===== src/rtl/memory_access_cycle_if.sv =====
// -----------------------------------------------------------------------------
// memory_access_cycle_if
//
// Data-memory request/acknowledge bus between the Memory pipeline stage
// (master) and the data memory (slave).
//
//   dmem_req    master->slave  level request, held until ack or timeout
//   dmem_we     master->slave  1 = write, 0 = read (valid while dmem_req)
//   dmem_addr   master->slave  word-aligned byte address
//   dmem_wdata  master->slave  store data
//   dmem_ack    slave->master  completion; dmem_rdata valid in same cycle
//   dmem_rdata  slave->master  load data
// -----------------------------------------------------------------------------
interface memory_access_cycle_if;
  logic        dmem_req;
  logic        dmem_we;
  logic [31:0] dmem_addr;
  logic [31:0] dmem_wdata;
  logic        dmem_ack;
  logic [31:0] dmem_rdata;

  modport master (
    output dmem_req,
    output dmem_we,
    output dmem_addr,
    output dmem_wdata,
    input  dmem_ack,
    input  dmem_rdata
  );

  modport slave (
    input  dmem_req,
    input  dmem_we,
    input  dmem_addr,
    input  dmem_wdata,
    output dmem_ack,
    output dmem_rdata
  );
endinterface


===== src/rtl/memory_access_cycle.sv =====
// -----------------------------------------------------------------------------
// memory_access_cycle
//
// Memory stage of the five-stage RISC-V pipeline. Issues loads/stores over a
// req/ack data-memory bus with a bounded wait, stalls F/D/E/M while the memory
// is busy, and holds the Memory->Writeback pipeline register.
//
// Parameters:
//   TIMEOUT_CYCLES  max cycles dmem_req may stay high unacked (1..255)
//
// Optional feature (compile-time macro MEM_ALIGN_CHECK_EN):
//   defined   - accesses with ALUResultM[1:0] != 0 issue no request, retire
//               with RegWriteW=0 and raise the extra output MisalignW.
//   undefined - low address bits are ignored; no MisalignW port.
//
// Ports:
//   clk, rst             clock; asynchronous active-low reset
//   RegWriteM..PCPlus4M  Execute->Memory pipeline fields
//   dmem                 data-memory bus (master side)
//   StallM               freezes the F, D, E and M pipeline registers
//   RegWriteW..PCPlus4W  Memory->Writeback pipeline register
//   BusErrW              instruction in W timed out on the bus
//   MisalignW            instruction in W was misaligned (macro only)
// -----------------------------------------------------------------------------
module memory_access_cycle #(
  parameter int TIMEOUT_CYCLES = 16
) (
  input  logic        clk,
  input  logic        rst,

  input  logic        RegWriteM,
  input  logic        MemWriteM,
  input  logic [1:0]  ResultSrcM,
  input  logic [31:0] ALUResultM,
  input  logic [31:0] WriteDataM,
  input  logic [4:0]  RdM,
  input  logic [31:0] PCPlus4M,

  memory_access_cycle_if.master dmem,

  output logic        StallM,
  output logic        RegWriteW,
  output logic [1:0]  ResultSrcW,
  output logic [31:0] ALUResultW,
  output logic [31:0] ReadDataW,
  output logic [4:0]  RdW,
  output logic [31:0] PCPlus4W,
`ifdef MEM_ALIGN_CHECK_EN
  output logic        MisalignW,
`endif
  output logic        BusErrW
);

  localparam logic [7:0] TIMEOUT_LAST = 8'(TIMEOUT_CYCLES - 1);

  typedef enum logic {
    IDLE,
    WAIT
  } state_t;

  state_t     state, state_next;
  logic [7:0] cnt, cnt_next;
  logic [7:0] cnt_cur;

  logic is_load;
  logic access;
  logic misalign;
  logic mem_access;
  logic timeout;
  logic stall;

  assign is_load = (ResultSrcM == 2'b01);
  assign access  = MemWriteM | is_load;

`ifdef MEM_ALIGN_CHECK_EN
  assign misalign = access & (ALUResultM[1:0] != 2'b00);
`else
  assign misalign = 1'b0;
`endif

  assign mem_access = access & ~misalign;

  // Bus outputs are gated by rst so they drop the instant reset asserts,
  // not at the next clock edge. While stalled the M inputs are frozen
  // upstream, so addr/we/wdata stay stable for the whole transaction.
  assign dmem.dmem_req   = rst & mem_access;
  assign dmem.dmem_we    = dmem.dmem_req & MemWriteM;
  assign dmem.dmem_addr  = rst ? {ALUResultM[31:2], 2'b00} : 32'd0;
  assign dmem.dmem_wdata = rst ? WriteDataM : 32'd0;

  // Cycles already spent waiting: 0 in the request's first (IDLE) cycle.
  assign cnt_cur = (state == WAIT) ? cnt : 8'd0;

  // Ack has priority over timeout in the last allowed cycle.
  assign timeout = dmem.dmem_req & ~dmem.dmem_ack & (cnt_cur == TIMEOUT_LAST);
  assign stall   = dmem.dmem_req & ~dmem.dmem_ack & ~timeout;
  assign StallM  = stall;

  // ---------------------------------------------------------------------------
  // FSM: state register
  // ---------------------------------------------------------------------------
  always_ff @(posedge clk or negedge rst) begin
    if (!rst) begin
      // NOTE: sequential state uses non-blocking (<=) so every register
      // samples pre-edge values regardless of statement order.
      state <= IDLE;
      cnt   <= 8'd0;
    end else begin
      state <= state_next;
      cnt   <= cnt_next;
    end
  end

  // ---------------------------------------------------------------------------
  // FSM: next state / wait counter
  // ---------------------------------------------------------------------------
  always_comb begin
    // NOTE: defaults first so no path leaves a variable unassigned, which
    // would otherwise infer a latch.
    state_next = IDLE;
    cnt_next   = 8'd0;
    unique case (state)
      IDLE: begin
        if (stall) begin
          state_next = WAIT;
          cnt_next   = 8'd1;
        end
      end
      WAIT: begin
        if (stall) begin
          state_next = WAIT;
          cnt_next   = cnt + 8'd1;
        end
      end
      default: ;
    endcase
  end

  // ---------------------------------------------------------------------------
  // Memory -> Writeback pipeline register
  // ---------------------------------------------------------------------------
  always_ff @(posedge clk or negedge rst) begin
    if (!rst) begin
      RegWriteW  <= 1'b0;
      ResultSrcW <= 2'b00;
      ALUResultW <= 32'd0;
      ReadDataW  <= 32'd0;
      RdW        <= 5'd0;
      PCPlus4W   <= 32'd0;
      BusErrW    <= 1'b0;
`ifdef MEM_ALIGN_CHECK_EN
      MisalignW  <= 1'b0;
`endif
    end else if (stall) begin
      // Bubble: the M instruction is still waiting on the bus.
      RegWriteW  <= 1'b0;
      ResultSrcW <= 2'b00;
      ALUResultW <= 32'd0;
      ReadDataW  <= 32'd0;
      RdW        <= 5'd0;
      PCPlus4W   <= 32'd0;
      BusErrW    <= 1'b0;
`ifdef MEM_ALIGN_CHECK_EN
      MisalignW  <= 1'b0;
`endif
    end else begin
      // Normal completion, non-access, timeout or misaligned retirement.
      // Faulted instructions retire but must not write the register file.
      RegWriteW  <= RegWriteM & ~timeout & ~misalign;
      ResultSrcW <= ResultSrcM;
      ALUResultW <= ALUResultM;
      ReadDataW  <= (is_load & dmem.dmem_req & dmem.dmem_ack) ? dmem.dmem_rdata : 32'd0;
      RdW        <= RdM;
      PCPlus4W   <= PCPlus4M;
      BusErrW    <= timeout;
`ifdef MEM_ALIGN_CHECK_EN
      MisalignW  <= misalign;
`endif
    end
  end

endmodule

===== src/flat_wrapper.sv =====
// flat-port wrapper written by rule: the top's interface ports become plain ports
module memory_access_cycle_flat 
#(
  parameter int TIMEOUT_CYCLES = 16
)
  (clk, rst, RegWriteM, MemWriteM, ResultSrcM, ALUResultM, WriteDataM, RdM, PCPlus4M, StallM, RegWriteW, ResultSrcW, ALUResultW, ReadDataW, RdW, PCPlus4W, BusErrW, dmem_dmem_req, dmem_dmem_we, dmem_dmem_addr, dmem_dmem_wdata, dmem_dmem_ack, dmem_dmem_rdata);
  memory_access_cycle_if dmem_i ();
  input  logic clk;
  input  logic rst;
  input  logic RegWriteM;
  input  logic MemWriteM;
  input  logic [1:0] ResultSrcM;
  input  logic [31:0] ALUResultM;
  input  logic [31:0] WriteDataM;
  input  logic [4:0] RdM;
  input  logic [31:0] PCPlus4M;
  output logic StallM;
  output logic RegWriteW;
  output logic [1:0] ResultSrcW;
  output logic [31:0] ALUResultW;
  output logic [31:0] ReadDataW;
  output logic [4:0] RdW;
  output logic [31:0] PCPlus4W;
  output logic BusErrW;
  output wire logic [$bits(dmem_i.dmem_req)-1:0] dmem_dmem_req;
  output wire logic [$bits(dmem_i.dmem_we)-1:0] dmem_dmem_we;
  output wire logic [$bits(dmem_i.dmem_addr)-1:0] dmem_dmem_addr;
  output wire logic [$bits(dmem_i.dmem_wdata)-1:0] dmem_dmem_wdata;
  input wire logic [$bits(dmem_i.dmem_ack)-1:0] dmem_dmem_ack;
  input wire logic [$bits(dmem_i.dmem_rdata)-1:0] dmem_dmem_rdata;
  assign dmem_dmem_req = dmem_i.dmem_req;
  assign dmem_dmem_we = dmem_i.dmem_we;
  assign dmem_dmem_addr = dmem_i.dmem_addr;
  assign dmem_dmem_wdata = dmem_i.dmem_wdata;
  assign dmem_i.dmem_ack = dmem_dmem_ack;
  assign dmem_i.dmem_rdata = dmem_dmem_rdata;
  memory_access_cycle #(.TIMEOUT_CYCLES(TIMEOUT_CYCLES)) u_core (.clk(clk), .rst(rst), .RegWriteM(RegWriteM), .MemWriteM(MemWriteM), .ResultSrcM(ResultSrcM), .ALUResultM(ALUResultM), .WriteDataM(WriteDataM), .RdM(RdM), .PCPlus4M(PCPlus4M), .dmem(dmem_i), .StallM(StallM), .RegWriteW(RegWriteW), .ResultSrcW(ResultSrcW), .ALUResultW(ALUResultW), .ReadDataW(ReadDataW), .RdW(RdW), .PCPlus4W(PCPlus4W), .BusErrW(BusErrW));
endmodule

===== config.mk =====
export PLATFORM = sky130hd
export DESIGN_NAME = memory_access_cycle_flat
export DESIGN_NICKNAME = d
export VERILOG_FILES = /design/src/rtl/memory_access_cycle_if.sv /design/src/rtl/memory_access_cycle.sv /design/src/flat_wrapper.sv
export SDC_FILE = /design/constraint.sdc
export NUM_CORES = 1
export LEC_CHECK = 0
export CAP_MARGIN = 20
export CORE_MARGIN = 2
export CORE_UTILIZATION = 31
export DETAILED_ROUTE_END_ITERATION = 10
export PLACE_DENSITY = 0.77
export SLEW_MARGIN = 10
export SYNTH_ARGS = -nofsm -noshare
export SYNTH_HDL_FRONTEND = slang
export SYNTH_SLANG_ARGS = --single-unit

===== constraint.sdc =====
create_clock -name clk -period 1.55 [get_ports clk]
set_clock_uncertainty 0.2 [all_clocks]
set_input_delay 0.31 -clock clk [delete_from_list [all_inputs] [get_ports clk]]
set_output_delay 0.31 -clock clk [all_outputs]
set_load 0.005 [all_outputs]

==> run_results.csv <==
group,metric,value,unit
status,status,"finished, violations left",
status,violations,"setup timing",
route,drc,0,
synthesis,synth_ff_type,"dfrtp_1",
floorplan,die_x,121.5,um
worst_setup_path,crit_slowest_cell,"dfrtp_1",
worst_setup_path,start_kind,"flip-flop",
final_layout,n_fill_cell,991,
final_layout,nets,866,
worst_setup_path,cp_data_arrival_time,1.50,ns
timing,fin_crit_sh,129.4,%
worst_setup_path,endpoint_kind,"output port",
floorplan,rows,42,
final_layout,final_core_util,67.23,%
floorplan,initial_utilization,32.05,%
synthesis,ys_async_sr_fraction,100.0,%
cts,path_clk_slew,0.06,ns
worst_setup_path,regToRegEndpoint,"u_core.PCPlus4W[3]",
cts,root_buffer,"clkbuf_16",
power,p_total,0.008488,W
timing,fmax,498.5,MHz
timing,rsz0062_at_grt,"true",
worst_setup_path,path_class,"flip-flop to output port",
floorplan,die_h,121.5,um
job,maxCapViolCount,0,
worst_setup_path,required,1.04,ns
synthesis,ys_ff_latch,114,
global_routing,grt_usage,21.12,%
final_layout,syn_to_final_growth,109.8,%
timing,hold_viol,0,
route,routedWlPerCell,17.20,um
worst_setup_path,critical_path.startpoint,"u_core.cnt[7]",
power,power_density,945.9,nW/um^2
floorplan,boundaryPins,312,
synthesis,ys_seq_area_share,66.69,%
global_routing,first_global_vias,4232,
worst_setup_path,max_stage_delay,0.41,ns
route,first_pass_iters,4,
global_routing,grt_pass1_wl,23110,um
route,drt_iter0_markers,128,
timing,slew-limit-headroom,57.62,%
place,place.port_buffers,309,
worst_setup_path,worst-r2r-cell-count,9,
synthesis,synth_area,4278,um^2
cts,htree_levels,4,
floorplan,coreArea,13350,um^2
route,routed_wirelength,15720,um
power,vdd_ir_drop_max,0.6133,mV
global_routing,grt-ovfl-total,0,
min_path,hold_class,"input pin to asynchronous set/reset pin",
cts,cts_tree,"yes",
worst_setup_path,crit_fanout,2,
worst_setup_path,cp_cell_sequence,"nor4_4 > nand3_4 > nand2_4 > inv_2 > buf_6",
worst_setup_path,rrSetupSlack,-0.40,ns
timing,post-route-min-period,2.006,ns
cts,clkLatencyLatePin,0.40,ns
cts,cts_buffer_depth,2,
synthesis,yosysWarnings,0,
cts,clock-sinks,114,
synthesis,syn_inst,337,
route,ant_nets,0,
floorplan,die_area,14760,um^2
timing,tightest_slew,0.6357,ns
worst_setup_path,crit_end,"StallM",
route,dr_total_vias,3883,
synthesis,synth.distinct_cells,26,
global_routing,antenna_found_initial,0,
synthesis,synth.avg_cell_area,12.69,um^2
power,leakage,4.463,nW
timing,setup_slack,-0.4559,ns
final_layout,n_antenna_cell,0,
cts,cts_buffers,17,
timing,slew_violations,0,
place,place.gp.congestion,0.7780,
timing,setup_viol,77,
route,vias_per_cell,4.248,
synthesis,synth_edf_count,0,
place,post-dp-hpwl,10110,um
final_layout,drive_gt1_share,28.86,%
global_routing,grt_start_max_net_pins,73,
worst_setup_path,rr_startpoint,"u_core.cnt[7]",
-- power breakdown --
part / switching (W) / total, W / internal, W
logic: 0.000445 / 0.00132 / 0.000879
clock network: 0.00142 / 0.00401 / 0.00259
registers: 0.0000409 / 0.00316 / 0.00312
-- final cells by class --
cell class                 count  area, um^2  share of cell area [%]
clock buffer                  18       439.2                   4.894
clock inverter                14       176.4                   1.966
inverter                       4       15.01                  0.1673
multi-input combinational    201        1436                   16.01
sequential                   114        2853                   31.79
tap                          176       220.2                   2.454
timing repair buffer         387        3834                   42.72
-- per-stage QoR --
step | TNS [ns] | instance area (um^2) | cells | hold WS (ns) | setup slack, ns
after floorplan | 0 | 4282 | 338 | -0.1856 | 0.009689
after global placement | -82.24 | 7779 | 841 | 0.07536 | -0.7899
after detailed placement | -86.83 | 7779 | 841 | 0.07289 | -0.8091
after CTS | -27.35 | 8866 | 912 | 0.05229 | -0.4847
after global routing | -30.78 | 8974 | 914 | 0.06128 | -0.5374
final | -24.85 | 8974 | 914 | 0.02355 | -0.4559
-- Yosys cell counts (2+ instances only) --
cell type,n,share of area (%)
a21oi_1,2,0.23
and2_1,161,24
and2_2,4,0.70
and3_1,4,0.58
buf_4,2,0.35
buf_6,7,1.8
clkbuf_1,9,0.79
dfrtp_1,114,67
inv_1,2,0.18
inv_2,2,0.18
nand2_1,4,0.35
nand3_1,3,0.35
nor2_1,6,0.53
xor2_1,5,1.0
-- how the worst min path moves through the flow --
stage                              start                     to  slack [ns]
after CTS                 ALUResultM[20]  u_core.ALUResultW[20]        0.05
final                                rst  u_core.ALUResultW[10]        0.02
after global placement               rst  u_core.ALUResultW[14]        0.08
after detailed placement             rst  u_core.ALUResultW[14]        0.07
after global routing      ALUResultM[14]  u_core.ALUResultW[14]        0.06
after floorplan                      rst   u_core.ALUResultW[0]       -0.19
-- flip-flops by register name, indices dropped and copies added (netlist names), 2 cells and up --
name               cells
u_core.ResultSrcW      2
u_core.ReadDataW      32
u_core.PCPlus4W       32
u_core.RdW             5
u_core.ALUResultW     32
u_core.cnt             8
-- routing by layer --
layer	vias up	GRT usage [%]	share of wire, %
met5	-	0	0
met4	0	7.256	2.0
met3	18	6.767	8.1
met2	211	38.45	54
met1	1841	23.02	36
li1	1813	-	-
-- kinds of logic (layout without fill, tap and decap cells) --
logic type      Yosys count  in the layout  synth area share (%)
other cells               1              2               0.08766
compound gates            3              3                0.7020
fa+ha+maj                 1              1                0.2924
xor+xnor                  6              6                 1.228
buf+inv                  23            423                 3.451
simple gates            189            189                 27.55
flops                   114            114                 66.69
-- placed cells by master (no fill, tap or decap), types with 12 or more instances in the layout --
cell type | Yosys | final
dlygate4sd2_1 | 0 | 31
clkbuf_16 | 0 | 20
buf_12 | 0 | 14
and2_4 | 0 | 43
and2_1 | 161 | 122
buf_2 | 1 | 51
dlygate4sd3_1 | 0 | 12
clkdlybuf4s15_1 | 0 | 101
clkdlybuf4s50_1 | 0 | 108
buf_4 | 2 | 34
dlymetal6s2s_1 | 0 | 12
dfrtp_1 | 114 | 114
-- critical path, delay by kind of cell (launching register included) --
kind	cells	cell delay [ns]
simple gates	3	0.53
flops	1	0.41
buf+inv	2	0.15
-- what timing repair did --
action                                  4_1_cts  5_1_grt
endpoints found under the setup margin      246      218
hold endpoints to repair                     44        7
gates cloned                                 14        3
hold buffers                                  6        7
buffers inserted                             20        8
pin swaps                                    28       28
resized for setup                           473      103
Power figures use the tool's default switching activity.
